## src/rtl/seg7_scan_decoder.sv

```systemverilog
// rtl/seg7_scan_decoder.sv - readback monitor for the scanned 7-segment display lines
// Waits for each anode/segment pattern to settle, decodes it to hex and tracks full frames.
module seg7_scan_decoder #(
  parameter int DIGITS        = 4,
  parameter int STABLE_CYCLES = 16
) (
  input  logic                  clk,
  input  logic                  rst,
  input  logic [DIGITS-1:0]     an,
  input  logic [6:0]            seg,
  input  logic                  clr_error,
  output logic [4*DIGITS-1:0]   value,
  output logic [DIGITS-1:0]     digit_valid,
  output logic                  frame_valid,
  output logic                  error
);

  localparam int CW = $clog2(STABLE_CYCLES + 1);
  localparam int SW = DIGITS + 7;
  localparam int IW = (DIGITS > 1) ? $clog2(DIGITS) : 1;
  localparam int NW = $clog2(DIGITS + 1);

  logic [SW-1:0]       smp, smp_d;
  logic [CW-1:0]       cnt;
  logic [DIGITS-1:0]   seen;
  logic                match, capture;
  logic [DIGITS-1:0]   cap_an;
  logic [6:0]          cap_seg;

  logic [3:0]          dec_digit;
  logic                dec_legal;
  logic [NW-1:0]       n_low;
  logic [IW-1:0]       idx;

  logic [4*DIGITS-1:0] value_n;
  logic [DIGITS-1:0]   dv_n, seen_n, seen_acc;
  logic                fv_n, err_evt;

  assign match   = (smp == smp_d);
  // Fires only on the transition into STABLE_CYCLES-1; saturation keeps it one-shot.
  assign capture = match && (cnt == CW'(STABLE_CYCLES - 1));
  assign cap_an  = smp[SW-1:7];
  assign cap_seg = smp[6:0];

  always_comb begin
    dec_digit = 4'h0;
    dec_legal = 1'b1;
    case (cap_seg)
      7'b1000000: dec_digit = 4'h0;
      7'b1111001: dec_digit = 4'h1;
      7'b0100100: dec_digit = 4'h2;
      7'b0110000: dec_digit = 4'h3;
      7'b0011001: dec_digit = 4'h4;
      7'b0010010: dec_digit = 4'h5;
      7'b0000010: dec_digit = 4'h6;
      7'b1111000: dec_digit = 4'h7;
      7'b0000000: dec_digit = 4'h8;
      7'b0011000: dec_digit = 4'h9;
      7'b0001000: dec_digit = 4'hA;
      7'b0000011: dec_digit = 4'hB;
      7'b1000110: dec_digit = 4'hC;
      7'b0100001: dec_digit = 4'hD;
      7'b0000110: dec_digit = 4'hE;
      7'b0001110: dec_digit = 4'hF;
      default:    dec_legal = 1'b0;
    endcase
  end

  always_comb begin
    n_low = '0;
    idx   = '0;
    for (int i = 0; i < DIGITS; i++) begin
      if (!cap_an[i]) begin
        n_low = n_low + NW'(1);
        idx   = IW'(i);
      end
    end
  end

  always_comb begin
    value_n  = value;
    dv_n     = digit_valid;
    seen_n   = seen;
    seen_acc = seen;
    fv_n     = 1'b0;
    err_evt  = 1'b0;
    if (capture) begin
      if (n_low > NW'(1)) begin
        err_evt = 1'b1;
      end else if (n_low == NW'(1)) begin
        seen_acc = seen | (DIGITS'(1) << idx);
        if (dec_legal) begin
          value_n[{idx, 2'b00} +: 4] = dec_digit;
          dv_n[idx]                  = 1'b1;
        end else begin
          dv_n[idx] = 1'b0;
          // An all-off digit is a legitimate blank, not a fault.
          if (cap_seg != 7'h7F) err_evt = 1'b1;
        end
        if (&seen_acc) begin
          fv_n   = 1'b1;
          seen_n = '0;
        end else begin
          seen_n = seen_acc;
        end
      end
    end
  end

  always_ff @(posedge clk) begin
    if (rst) begin
      smp         <= '1;
      smp_d       <= '1;
      cnt         <= '0;
      seen        <= '0;
      value       <= '0;
      digit_valid <= '0;
      frame_valid <= 1'b0;
      error       <= 1'b0;
    end else begin
      smp   <= {an, seg};
      smp_d <= smp;
      if (match) begin
        if (cnt != CW'(STABLE_CYCLES)) cnt <= cnt + 1'b1;
      end else begin
        cnt <= '0;
      end
      seen        <= seen_n;
      value       <= value_n;
      digit_valid <= dv_n;
      frame_valid <= fv_n;
      error       <= err_evt | (error & ~clr_error);
    end
  end

endmodule

```

## config.mk

```make
export PLATFORM = sky130hd
export DESIGN_NAME = seg7_scan_decoder
export DESIGN_NICKNAME = d
export VERILOG_FILES = /design/src/rtl/seg7_scan_decoder.sv
export SDC_FILE = /design/constraint.sdc
export NUM_CORES = 1
export LEC_CHECK = 0
export ABC_AREA = 0
export BUFFER_PORTS_ARGS = -buffer_cell sky130_fd_sc_hd__clkbuf_2
export CORE_MARGIN = 2
export CORE_UTILIZATION = 25
export CTS_BUF_LIST = sky130_fd_sc_hd__clkbuf_16
export DETAILED_ROUTE_END_ITERATION = 8
export HOLD_SLACK_MARGIN = 0.02
export PLACE_DENSITY = 0.4
export SLEW_MARGIN = 20
export SYNTH_ARGS = -nofsm -noshare
export SYNTH_HDL_FRONTEND = slang
export SYNTH_SLANG_ARGS = --single-unit
```

## constraint.sdc

```tcl
create_clock -name clk -period 3.2 [get_ports clk]
set_input_delay 0.32 -clock clk [delete_from_list [all_inputs] [get_ports clk]]
set_output_delay 0.32 -clock clk [all_outputs]
set_load 0.01 [all_outputs]
```

Yosys cells after proc, flatten, opt, wreduce, memory -nomap -nowiden
Index checks and enable logic that the tools add are counted.
{"block": "totals", "reg_bits": 53, "inputBits": 14, "out_inout_bits": 22, "word_cells": 79}
{"block": "op_classes", "addsub": 5, "n_lt_le_gt_ge": 3, "n_eq_ne": 20, "n_shift": 3, "mux": 20, "n_bitwise": 11, "n_reduce_logical": 9}
{"op": "$pmux W4 S15", "count": 1}
{"op": "$eq A7 B7 Y1 const B", "count": 4}
{"op": "$eq A7 B5 Y1 const B", "count": 3}
{"op": "$eq A7 B6 Y1 const B", "count": 3}
{"op": "$bwmux W16", "count": 1}
{"op": "$reduce_or A16 Y1", "count": 1}
{"op": "$shift A4 B6 Y16 const A", "count": 1}
{"op": "$shiftx A4 B6 Y16", "count": 1}
{"op": "$eq A7 B2 Y1 const B", "count": 2}
{"op": "$eq A7 B4 Y1 const B", "count": 2}
{"op": "$eq A11 B11 Y1", "count": 1}
{"op": "$mux W1", "count": 10}
{"op": "$add A3 B1 Y3 const B", "count": 3}
{"op": "$mux W3", "count": 3}
{"op": "$mux W4", "count": 2}
{"op": "$or A4 B4 Y4", "count": 2}
{"op": "$reduce_and A4 Y1", "count": 2}
{"op": "$eq A7 B3 Y1 const B", "count": 1}
{"op": "$logic_not A7 Y1", "count": 1}
{"op": "$ne A7 B7 Y1 const B", "count": 1}
{"op": "$neg A4 Y6", "count": 1}
{"op": "$add A5 B1 Y5 const B", "count": 1}
{"op": "$eq A5 B4 Y1 const B", "count": 1}
{"op": "$ne A5 B5 Y1 const B", "count": 1}
{"op": "other kinds (16)", "count": 22}

Depth between registers and ports, before layout
Gate-level depths: netlist (run 1).
{"block": "logic_depth", "ltp_word": 12, "mapped_depth": 12, "depth_no_buf": 11}

Least setup slack after synthesis (run 1)
No wires, ideal clock.
{"block": "synth_timing", "kind": "register to register", "start": "register smp[7]", "end": "register value[12]", "setup_ns": 0.120, "t_arrival_ns": 2.467, "required_time_ns": 3.080, "path_slack_ns": 0.613, "stages_incl_launch_ff": 13, "path_buffers": 1, "period_less_slack_ns": 2.587, "cell_sequence": "dfxtp_1 inv_1 ha_1 xor2_1 inv_1 ha_1 nor3b_1 a31oi_1 o32a_1 and3b_2 buf_6 a31oi_1 o2bb2ai_1"}
{"block": "synth_via", "elab_chain_cells": 10, "elab_cells_between_ends": 13, "cone_classes": "add/sub (3); order compare (1); eq/ne (2); mux (4); bitwise (1); reduce/logical (2)"}
{"element": "from (decl)", "line_no": "23", "rtl": "logic [SW-1:0] smp, smp_d;"}
{"element": "from (signal assigned)", "line_no": "121", "rtl": "smp <= {an, seg};"}
{"element": "$mux W1", "line_no": "73", "rtl": "if (!cap_an[i]) begin"}
{"element": "$add A3 B1 Y3", "line_no": "74", "rtl": "n_low = n_low + NW'(1);"}
{"element": "$mux W3", "line_no": "73"}
{"element": "$add A3 B1 Y3", "line_no": "74"}
{"element": "$mux W3", "line_no": "73"}
{"element": "$add A3 B1 Y3", "line_no": "74"}
{"element": "$mux W3", "line_no": "73"}
{"element": "$gt A3 B1 Y1", "line_no": "88", "rtl": "if (n_low > NW'(1)) begin"}
{"element": "$not A1 Y1 (no source line)"}
{"element": "$reduce_and A4 Y1 (no source line) *"}
{"element": "to (signal assigned)", "line_no": "129", "rtl": "value <= value_n;"}
{"element": "to (decl)", "line_no": "12", "rtl": "output logic [4*DIGITS-1:0] value,"}
Mark *: on every way between the ends. The rest lies on a longest branch, timed or not.
A chain may end at the register's enable or synchronous reset.

Final worst setup path (run 1)
{"block": "layout_timing", "start": "register smp[7]", "end": "register value[5]"}
Same word-level chain as after synthesis.

==> out/qor.yml, run 1 <==
status: "finished clean"
required_ns: 3.38
critPathBufInv: 2
r2r_end: "value[5]"
antenna_left: 0
initialDrtViolationCount: 51
synth_compound_area_share_pct: 14.42
ir_worst_vdd_v: 0.0001958
cts_setup_buffers: 0
multiInputGateArea_mm2: 0.001428
synth_seq_cells: 53
final_util_pct: 29.80
die_h_um: 106.2
synth_commonest_cells: "dfxtp_1 (53), or2_2 (23), o2bb2ai_1 (18)"
drt-vias-per-instance: 4.492
min_period_ns: 2.892
worst_hold_slack_ns: 0.2062
yosysSeqAreaShare_pct: 40.61
syn_avg_cell_area_um2: 9.535
fmax_ghz: 0.3458
synthAdderAreaFrac_pct: 6.705
placedCellCount: 433
endpoint: "value[5]"
grt_pass1_wl_mm: 9.653
min_path_type: "in2reg"
period_share_pct: 90.37
drt_wl_total_mm: 5.855
track_usage_pct: 10.66
synth_area_leaders: "dfxtp_1 (41%), ha_1 (6.7%), o2bb2ai_1 (6.0%)"
synth-simple-area-share_pct: 24.95
worst_slack_ns: 0.3082
yosysTopAreaCell: "dfxtp_1"
critPathCaptureType: "register"
place.port_buffers: 35
powerDensity_mw_per_mm2: 451.7
wl_per_cell_um: 13.28
p_leak_nw: 1.206
core_mm2: 0.01023
ff2ff_setup_slack_ns: 0.31
maxCapViolations: 0
cts_buffers: 5
area_growth_pct: 16.71
cts_root_buf: "clkbuf_16"
ys_types: 49
synthMostInstantiatedCell: "dfxtp_1"
num_vias: 1981
die-width_um: 106.2
timing.critical_path.from: "smp[7]"
rsz0062_at_grt: "no"
maxSlewViolCount: 0
fin_nets: 332
slowest_delay_ns: 0.40
drive_above_1_share_pct: 24.59
crit_family: "compound AO/OA/AOI/OAI gates"
rr_worst_depth: 11
layout.cells.non_filler: 441
drc: 0
synth_async_sr_flop_share_pct: 0
grt.overflow.total: 0
synth_top_family_by_area: "simple AND/OR/NAND/NOR gates"
grt_max_degree: 39
clock_sinks: 53
slew_headroom_pct: 55.24
dieArea_mm2: 0.01128
setup_violations: 0
synth_top_area_share_pct: 40.61
hpwl_mm: 4.150
rows: 37
path_clk_slew_ns: 0.07
first_global_vias: 1932
diodes: 0
antenna_found_initial: 0
fill_cells: 1112
ys_warn_count: 0
r2r_start: "smp[7]"
dr.pass1.iters: 4
initial_core_util_pct: 25.54
critical_path_class: "reg2reg"
gp_congestion: 0.6980
cts_buffer_depth: 2
worst_slew_pin_slew_ns: 0.6714
seq_area_mm2: 0.001061
synthXorXnorAreaFrac_pct: 6.370
cp_cell_sequence: "inv_1, ha_1, xor2_2, inv_1, ha_1, xnor2_1, a31oi_1, o32a_1, and3b_2, a31oi_1, o2bb2ai_1"
fin_setup_tns_ns: 0
crit_fanout: 12
boundaryPins: 36
hold_viol_final: 0
place_ws_ns: 0.2814
cts_tree: "done"
synthMuxAreaShare_pct: 1.916
start_kind: "register"
crit_cells: 11
cpMaxStageDelayCell: "and3b_2"
insertion_delay_ns: 0.29
htree_levels: 2
synthFlopType: "dfxtp_1"
cp.arrival_ns: 3.07
clock_skew_ns: 0.005742
synthCells: 274
synth_area_mm2: 0.002613
synth_nets: 302
synth-edff-count: 0
layer usage:
metal  wire length [um]  GRT usage [%]  vias up
li1                   -              -     1027
met1               2963          14.50      911
met2               2605          16.76       36
met3                216          2.391        7
met4                 69          3.383        0
met5                  0              0        -
where the power goes:
part           total, mW  switching (mW)  internal [mW]
clock              0.549           0.257          0.292
sequential         0.695          0.0229          0.672
combinational      0.133          0.0717         0.0618
metrics by stage:
step / cell area (um^2) / power [mW]
6_report: 3049 / 1.377
4_1_cts: 3042 / 1.401
2_1_floorplan: 2613 / 0.8093
3_3_place_gp: 2894 / 0.8435
3_5_place_dp: 2894 / 0.8436
5_1_grt: 3049 / 1.444
state kept, by name, summed over array words and instances (netlist names), named ones only:
signal / cells
value: 16
smp: 11
smp_d: 11
cnt: 5
seen: 4
error: 1
frame_valid: 1
cell usage in the layout, fill, tap and decap left out, drive strengths merged, types with 3 or more instances in the layout:
| cell type | n |
|---|---|
| a21oi | 8 |
| a31oi | 5 |
| and3b | 3 |
| buf | 3 |
| clkbuf | 40 |
| clkinv | 3 |
| dfxtp | 53 |
| ha | 14 |
| inv | 12 |
| mux2i | 5 |
| nand2 | 14 |
| nand2b | 11 |
| nand3 | 11 |
| nand4b | 4 |
| nor2 | 11 |
| nor2b | 5 |
| nor3 | 6 |
| nor3b | 4 |
| nor4 | 3 |
| o211ai | 3 |
| o21ai | 4 |
| o22ai | 3 |
| o2bb2ai | 18 |
| or2 | 23 |
| xnor2 | 10 |
| xor2 | 9 |
kinds of logic (layout without fill, tap and decap cells):
group | count (synthesis) | count (layout)
and+or+nand+nor | 105 | 105
buffers and inverters | 27 | 58
xor gates and xnor gates | 19 | 19
DFF | 53 | 53
AOI/OAI and AO/OA | 51 | 51
muxes | 5 | 5
adders and majority gates | 14 | 14
what timing repair did:
item / 4_1_cts / 5_1_grt
hold buffers: 0 / 0
resized for setup: 0 / 1
endpoints found under the setup margin: 0 / 5
layout make-up:
cell class | instances | share of cell area [%]
Inverter | 12 | 1.477
Clock buffer | 5 | 4.103
Timing Repair Buffer | 38 | 6.483
Clock inverter | 3 | 0.7386
Sequential cell | 53 | 34.80
Tap cell | 136 | 5.581
Multi-Input combinational cell | 194 | 46.82
worst register-to-register path, cell delays in order, from the launching register on:
cell	delay [ns]
dfxtp_1	0.39
inv_1	0.06
ha_1	0.37
xor2_2	0.25
inv_1	0.07
ha_1	0.23
xnor2_1	0.16
a31oi_1	0.11
o32a_1	0.34
and3b_2	0.40
a31oi_1	0.22
o2bb2ai_1	0.18
worst min-delay path by stage:
stage / cells past startpoint / start / slack [ns] / endpoint
floorplan: 1 / seg[0] / 0.42 / smp[0]
global placement: 1 / value[9] / 0.45 / value[9]
detailed placement: 1 / value[11] / 0.45 / value[11]
CTS: 2 / seg[5] / 0.20 / smp[5]
global route: 2 / seg[4] / 0.20 / smp[4]
finish: 2 / seg[5] / 0.21 / smp[5]
Power figures use the tool's default switching activity.
==> run 2, diff against run 1 <==
--- a/config.mk
+++ b/config.mk
@@ -9,7 +9,6 @@
 export BUFFER_PORTS_ARGS = -buffer_cell sky130_fd_sc_hd__clkbuf_2
 export CORE_MARGIN = 2
 export CORE_UTILIZATION = 25
-export CTS_BUF_LIST = sky130_fd_sc_hd__clkbuf_16
 export DETAILED_ROUTE_END_ITERATION = 8
 export HOLD_SLACK_MARGIN = 0.02
 export PLACE_DENSITY = 0.4
==> run 2 against run 1 <==
Wire length about the same. Clock-buffer cell count unchanged. Final cell count is the same. Critical path depth is the same. Setup slack worse by 0.059 ns. Critical endpoint is now value[9]. Highest routed layer unchanged.
==> out/qor.yml, run 2 (synthesis gave the netlist of run 1 again) <==
hpwl_mm: 4.150  # unchanged
slew_headroom_pct: 53.39  # was 55.24%
fin_nets: 332  # unchanged
hold_viol_final: 0  # unchanged
maxCapViolations: 0  # unchanged
required_ns: 3.41  # was 3.38 ns
worst_hold_slack_ns: 0.1867  # was 0.2062 ns
fmax_ghz: 0.3389  # was 0.3458 GHz
status: "finished clean"  # unchanged
diodes: 0  # unchanged
clock_sinks: 53  # unchanged
p_sw_share_pct: 27.28  # was 25.51%
final_common_cell: "dfxtp_1"  # unchanged
dr.pass1.iters: 4  # unchanged
place.port_buffers: 35  # unchanged
p_leak_nw: 1.179  # was 1.206 nW
maxSlewViolCount: 0  # unchanged
worst_slew_pin_slew_ns: 0.6991  # was 0.6714 ns
antenna_left: 0  # unchanged
initial_core_util_pct: 25.54  # unchanged
wl_met3_um: 236  # was 216 um
antenna_found_initial: 0  # unchanged
wl_met2_mm: 2.665  # was 2.605 mm
cts_buffers: 5  # unchanged
min_path_type: "in2reg"  # unchanged
clock_skew_ns: 0.006890  # was 0.005742 ns
die-width_um: 106.2  # unchanged
critPathCaptureType: "register"  # unchanged
htree_levels: 2  # unchanged
intPower_mw: 0.8899  # was 1.026 mW
clockPowerShare_pct: 32.3  # was 39.9%
dieArea_mm2: 0.01128  # unchanged
grt_pass1_wl_mm: 9.673  # was 9.653 mm
ir_worst_vdd_v: 0.0001457  # was 0.0001958 V
cp.arrival_ns: 3.16  # was 3.07 ns
critical_path_class: "reg2reg"  # unchanged
num_vias: 1985  # was 1,981
setup_violations: 0  # unchanged
initialDrtViolationCount: 67  # was 51
p_seq_share_pct: 56.8  # was 50.5%
core_mm2: 0.01023  # unchanged
drc: 0  # unchanged
cts_buffer_depth: 2  # unchanged
ff2ff_setup_slack_ns: 0.25  # was 0.31 ns
insertion_delay_ns: 0.31  # was 0.29 ns
track_usage_pct: 10.69  # was 10.66%
rows: 37  # unchanged
first_global_vias: 1932  # unchanged
drive_above_1_share_pct: 24.59  # unchanged
wl_per_cell_um: 13.28  # about the same
top_register: "value"  # unchanged
die_h_um: 106.2  # unchanged
powerDensity_mw_per_mm2: 409.0  # was 451.7 mW/mm^2
final_util_pct: 29.24  # was 29.80%
placed_area_mm2: 0.002894  # unchanged
cts_setup_buffers: 0  # unchanged
final_cell_mix: "dfxtp_1 (53), clkbuf_2 (35), or2_2 (23)"  # unchanged
grt_max_degree: 39  # unchanged
path_clk_slew_ns: 0.10  # was 0.07 ns
drt_wl_total_mm: 5.857  # was 5.855 mm
netSwitchingPower_mw: 0.3338  # was 0.3514 mW
top_layer: "met4"  # unchanged
boundaryPins: 36  # unchanged
comb_power_share_pct: 10.9  # was 9.7%
grt.overflow.total: 0  # unchanged
start_kind: "register"  # unchanged
area_growth_pct: 14.51  # was 16.71%
rsz0062_at_grt: "no"  # unchanged
drt-vias-per-instance: 4.501  # was 4.492
largest_register_ffs: 16  # unchanged
cts_tree: "done"  # unchanged
fin_setup_tns_ns: 0  # unchanged
reg_top3: "value x16, smp x11, smp_d x11"  # unchanged
met1Wirelength_mm: 2.885  # was 2.963 mm
gp_congestion: 0.6980  # unchanged
period_share_pct: 92.22  # was 90.37%
stdcell_area_mm2: 0.002992  # was 0.003049 mm^2
min_period_ns: 2.951  # was 2.892 ns
cts_root_buf: "clkbuf_8"  # was clkbuf_16
crit_fanout: 12  # unchanged
[run 2: final cells by class]
| class | count | area [um^2] |
|---|---|---|
| Tap cell | 136 | 170.2 |
| Inverter | 12 | 45.04 |
| Sequential cell | 53 | 1061 |
| Timing Repair Buffer | 38 | 197.7 |
| Clock buffer | 5 | 68.82 |
| Clock inverter | 3 | 22.52 |
| Fill cell | 1128 | 7239 |
| Multi-Input combinational cell | 194 | 1426 |
[run 2: path summary, 6_finish.rpt]
path             start         to  depth (start not counted)
max             smp[7]   value[9]                         11
min             seg[5]     smp[5]                          2
max reg2reg     smp[7]   value[9]                         11
min reg2reg  value[14]  value[14]                          1
[run 2: metal layers]
| metal | up-vias | GRT usage, % |
|---|---|---|
| met5 | - | 0 |
| met1 | 909 | 14.31 |
| li1 | 1027 | - |
| met3 | 8 | 2.698 |
| met2 | 41 | 16.99 |
| met4 | 0 | 3.102 |
[run 2: repair_timing]
item,4_1_cts,5_1_grt
hold buffers,0,0
endpoints found under the setup margin,0,5
gates resized for setup,0,1
[run 2: through the flow]
stage / worst slack, ns / instances / power [mW]
2_1_floorplan: 0.6128 / 274 / 0.8093
3_3_place_gp: 0.3704 / 433 / 0.8435
3_5_place_dp: 0.2814 / 433 / 0.8436
4_1_cts: 0.2607 / 441 / 1.249
5_1_grt: 0.003094 / 441 / 1.292
6_report: 0.2490 / 441 / 1.224
[run 2: power by group through the flow]
stage / clock network [mW] / registers (mW) / logic (mW)
floorplan: 0 / 0.695 / 0.114
global placement: 0 / 0.711 / 0.132
detailed placement: 0 / 0.711 / 0.133
CTS: 0.420 / 0.696 / 0.134
global route: 0.444 / 0.698 / 0.149
finish: 0.396 / 0.695 / 0.133
[run 2: worst max-delay path: stages (launching register included)]
cell and delay, ns:
dfxtp_1 0.40, inv_1 0.06, ha_1 0.35, xor2_1 0.30, inv_1 0.09, ha_1 0.24
xnor2_1 0.16, a31oi_1 0.11, o32a_1 0.34, and3b_2 0.40, a31oi_1 0.21, o2bb2ai_1 0.18
==> run 3, diff against run 2 <==
--- a/config.mk
+++ b/config.mk
@@ -5,7 +5,7 @@
 export SDC_FILE = /design/constraint.sdc
 export NUM_CORES = 1
 export LEC_CHECK = 0
-export ABC_AREA = 0
+export ABC_AREA = 1
 export BUFFER_PORTS_ARGS = -buffer_cell sky130_fd_sc_hd__clkbuf_2
 export CORE_MARGIN = 2
 export CORE_UTILIZATION = 25
==> run 3 against run 2 <==
Sequential cell count unchanged. Utilization increased by 0.53 points. Register-to-register slack improved by 0.21 ns. Wire length increased by 5.2%. Critical path type unchanged.
==> out/qor.yml, run 3 <==
cts_setup_buffers: 0  # unchanged
min-delay-start: "an[1]"  # was seg[5]
min_period_ns: 2.737  # was 2.951 ns
cts_buffer_depth: 2  # unchanged
cts_root_buf: "clkbuf_8"  # unchanged
synth_async_sr_flop_share_pct: 0  # unchanged
period_share_pct: 85.52  # was 92.22%
antenna_left: 0  # unchanged
cts_tree: "done"  # unchanged
synth_area_leaders: "dfxtp_1 (38%), nand2_1 (16%), inv_1 (7.3%)"  # was dfxtp_1 (41%), ha_1 (6.7%), o2bb2ai_1 (6.0%)
synthMostInstantiatedCell: "nand2_1"  # was dfxtp_1
yosysSeqAreaShare_pct: 38.22  # was 40.61%
synth-edff-count: 0  # unchanged
r2r_end: "value[8]"  # was value[9]
fin_nets: 468  # was 332
grt_max_degree: 33  # was 39
cts_hold_buf: 0  # unchanged
synthFlopType: "dfxtp_1"  # unchanged
multiInputGateArea_mm2: 0.001453  # was 0.001426 mm^2
min_path_type: "in2reg"  # unchanged
ir_worst_vdd_v: 0.0001561  # was 0.0001457 V
top_register: "value"  # unchanged
synth_commonest_cells: "nand2_1 (121), inv_1 (54), dfxtp_1 (53)"  # was dfxtp_1 (53), or2_2 (23), o2bb2ai_1 (18)
synthCells: 404  # was 274
grt.overflow.total: 0  # unchanged
clockPowerShare_pct: 39.8  # was 32.3%
synth-simple-area-share_pct: 37.00  # was 24.95%
fin_setup_tns_ns: 0  # unchanged
fill_cells: 1202  # was 1,128
antenna_found_initial: 0  # unchanged
die-width_um: 109.4  # was 106.2 um
synthAdderAreaFrac_pct: 6.309  # was 6.705%
grt_pass1_wl_mm: 10.55  # was 9.673 mm
syn_avg_cell_area_um2: 6.872  # was 9.535 um^2
holdPathStages: 2  # unchanged
start_kind: "register"  # unchanged
slew_headroom_pct: 67.03  # was 53.39%
comb_power_share_pct: 9.5  # was 10.9%
synth_top_area_share_pct: 38.22  # was 40.61%
rsz0062_at_grt: "no"  # unchanged
path_clk_slew_ns: 0.10  # about the same
min_to: "smp[8]"  # was smp[5]
rr_worst_depth: 14  # was 11
insertion_delay_ns: 0.31  # about the same
dieArea_mm2: 0.01197  # was 0.01128 mm^2
largest_register_ffs: 16  # unchanged
p_total_mw: 1.356  # was 1.224 mW
fmax_ghz: 0.3654  # was 0.3389 GHz
netSwitchingPower_mw: 0.3279  # was 0.3338 mW
reg_top3: "value x16, smp x11, smp_d x11"  # unchanged
initial_core_util_pct: 25.61  # was 25.54%
p_leak_nw: 1.559  # was 1.179 nW
diodes: 0  # unchanged
gp_congestion: 0.8228  # was 0.6980
maxCapViolations: 0  # unchanged
critical_path_class: "reg2reg"  # unchanged
drt_wl_total_mm: 6.160  # was 5.857 mm
synth_top_family_by_area: "simple AND/OR/NAND/NOR gates"  # unchanged
r2r_start: "smp[8]"  # was smp[7]
core_mm2: 0.01084  # was 0.01023 mm^2
hold_viol_final: 0  # unchanged
powerDensity_mw_per_mm2: 420.4  # was 409.0 mW/mm^2
drive_above_1_share_pct: 17.46  # was 24.59%
final_cell_mix: "nand2_1 (121), inv_1 (54), dfxtp_1 (53)"  # was dfxtp_1 (53), clkbuf_2 (35), or2_2 (23)
synth_compound_area_share_pct: 6.174  # was 14.42%
status: "finished clean"  # unchanged
clock_skew_ns: 0.01159  # was 0.006890 ns
boundaryPins: 36  # unchanged
htree_levels: 2  # unchanged
p_seq_share_pct: 50.6  # was 56.8%
hpwl_mm: 4.783  # was 4.150 mm
drc: 0  # unchanged
dr.pass1.iters: 4  # unchanged
worst_slew_pin_slew_ns: 0.4940  # was 0.6991 ns
die_h_um: 109.4  # was 106.2 um
yosysTopAreaCell: "dfxtp_1"  # unchanged
area_growth_pct: 16.22  # was 14.51%
synthMuxAreaShare_pct: 0.3605  # was 1.916%
final_common_cell: "nand2_1"  # was dfxtp_1
num_vias: 2386  # was 1,985
synthXorXnorAreaFrac_pct: 2.479  # was 6.370%
p_sw_share_pct: 24.17  # was 27.28%
cts_resized: 0  # unchanged
cp.arrival_ns: 2.93  # was 3.16 ns
place.port_buffers: 35  # unchanged
synth_nets: 432  # was 302
rows: 38  # was 37
intPower_mw: 1.029  # was 0.8899 mW
ff2ff_setup_slack_ns: 0.46  # was 0.25 ns
ys_warn_count: 0  # unchanged
ys_types: 29  # was 49
synth_area_mm2: 0.002776  # was 0.002613 mm^2
clock_sinks: 53  # unchanged
setup_violations: 0  # unchanged
initialDrtViolationCount: 126  # was 67
required_ns: 3.39  # was 3.41 ns
synth_seq_cells: 53  # unchanged
drt-vias-per-instance: 4.107  # was 4.501
crit_fanout: 11  # was 12
cts_buffers: 5  # unchanged
seq_area_mm2: 0.001061  # unchanged
track_usage_pct: 11.24  # was 10.69%
first_global_vias: 2269  # was 1,932
maxSlewViolCount: 0  # unchanged
critPathCaptureType: "register"  # unchanged
wl_per_cell_um: 10.60  # was 13.28 um
## run 3: changes by cell type after synthesis, moves of 7 or more
| cell | delta |
|---|---|
| a21oi_1 | +14 |
| inv_1 | +42 |
| nand2_1 | +107 |
| nand2b_1 | -11 |
| nand3_1 | +8 |
| nor2_1 | +41 |
| o2bb2ai_1 | -18 |
| or2_2 | -12 |
| xor2_1 | -7 |
## run 3: cell families after synthesis
family | after synthesis
mux | 1
flops | 53
fa+ha+maj | 14
xor+xnor | 7
simple gates | 230
buf+inv | 65
compound gates | 34
## run 3: area by class of cell
| class | count | area share, % |
|---|---|---|
| Multi-Input combinational cell | 286 | 45.02 |
| Sequential cell | 53 | 32.88 |
| Inverter | 57 | 6.630 |
| Timing Repair Buffer | 37 | 5.894 |
| Tap cell | 140 | 5.428 |
| Clock buffer | 5 | 2.133 |
| Clock inverter | 3 | 2.016 |
## run 3: worst max path at each step
stage          startpoint         to  slack, ns  depth (start not counted)
6_report           smp[8]   value[8]       0.46                         14
3_3_place_gp       smp[8]   value[2]       0.53                         15
4_1_cts            smp[8]   value[0]       0.42                         16
2_1_floorplan      smp[7]  value[12]       1.00                         14
5_1_grt            smp[8]   value[8]       0.14                         14
3_5_place_dp       smp[8]   value[0]       0.47                         15
## run 3: through the flow
stage	instances	utilization (%)	instance area (um^2)	hold WS (ns)	setup slack (ns)
floorplan	404	-	2776	0.4238	1.003
global placement	573	28.53	3093	0.4426	0.5269
detailed placement	573	28.53	3093	0.4430	0.4717
CTS	581	29.77	3227	0.1766	0.4248
global route	581	29.77	3227	0.1749	0.1435
finish	581	29.77	3227	0.1879	0.4635
## run 3: layer usage
metal | global-route usage (%) | vias up | routed length [um]
met4 | 3.526 | 0 | 65
li1 | - | 1302 | -
met1 | 15.55 | 1046 | 3179
met3 | 2.015 | 4 | 186
met2 | 17.72 | 34 | 2729
met5 | 0 | - | 0
## run 3: worst max-delay path, cell delays in order, from the launching register on
cell     delay, ns
dfxtp_1       0.38
inv_1         0.10
ha_1          0.33
xor2_2        0.21
inv_1         0.06
ha_1          0.18
nand2_1       0.08
xnor2_1       0.12
nand2_1       0.09
inv_1         0.07
nand2_1       0.06
nor2_2        0.41
nand3_2       0.25
o21ai_0       0.23
nor2_1        0.05
## run 3: power groups by stage
stage	clock network, mW	registers, mW	logic, mW
2_1_floorplan	0	0.696	0.104
3_3_place_gp	0	0.702	0.131
3_5_place_dp	0	0.702	0.131
4_1_cts	0.562	0.687	0.132
5_1_grt	0.590	0.690	0.151
6_report	0.540	0.687	0.129
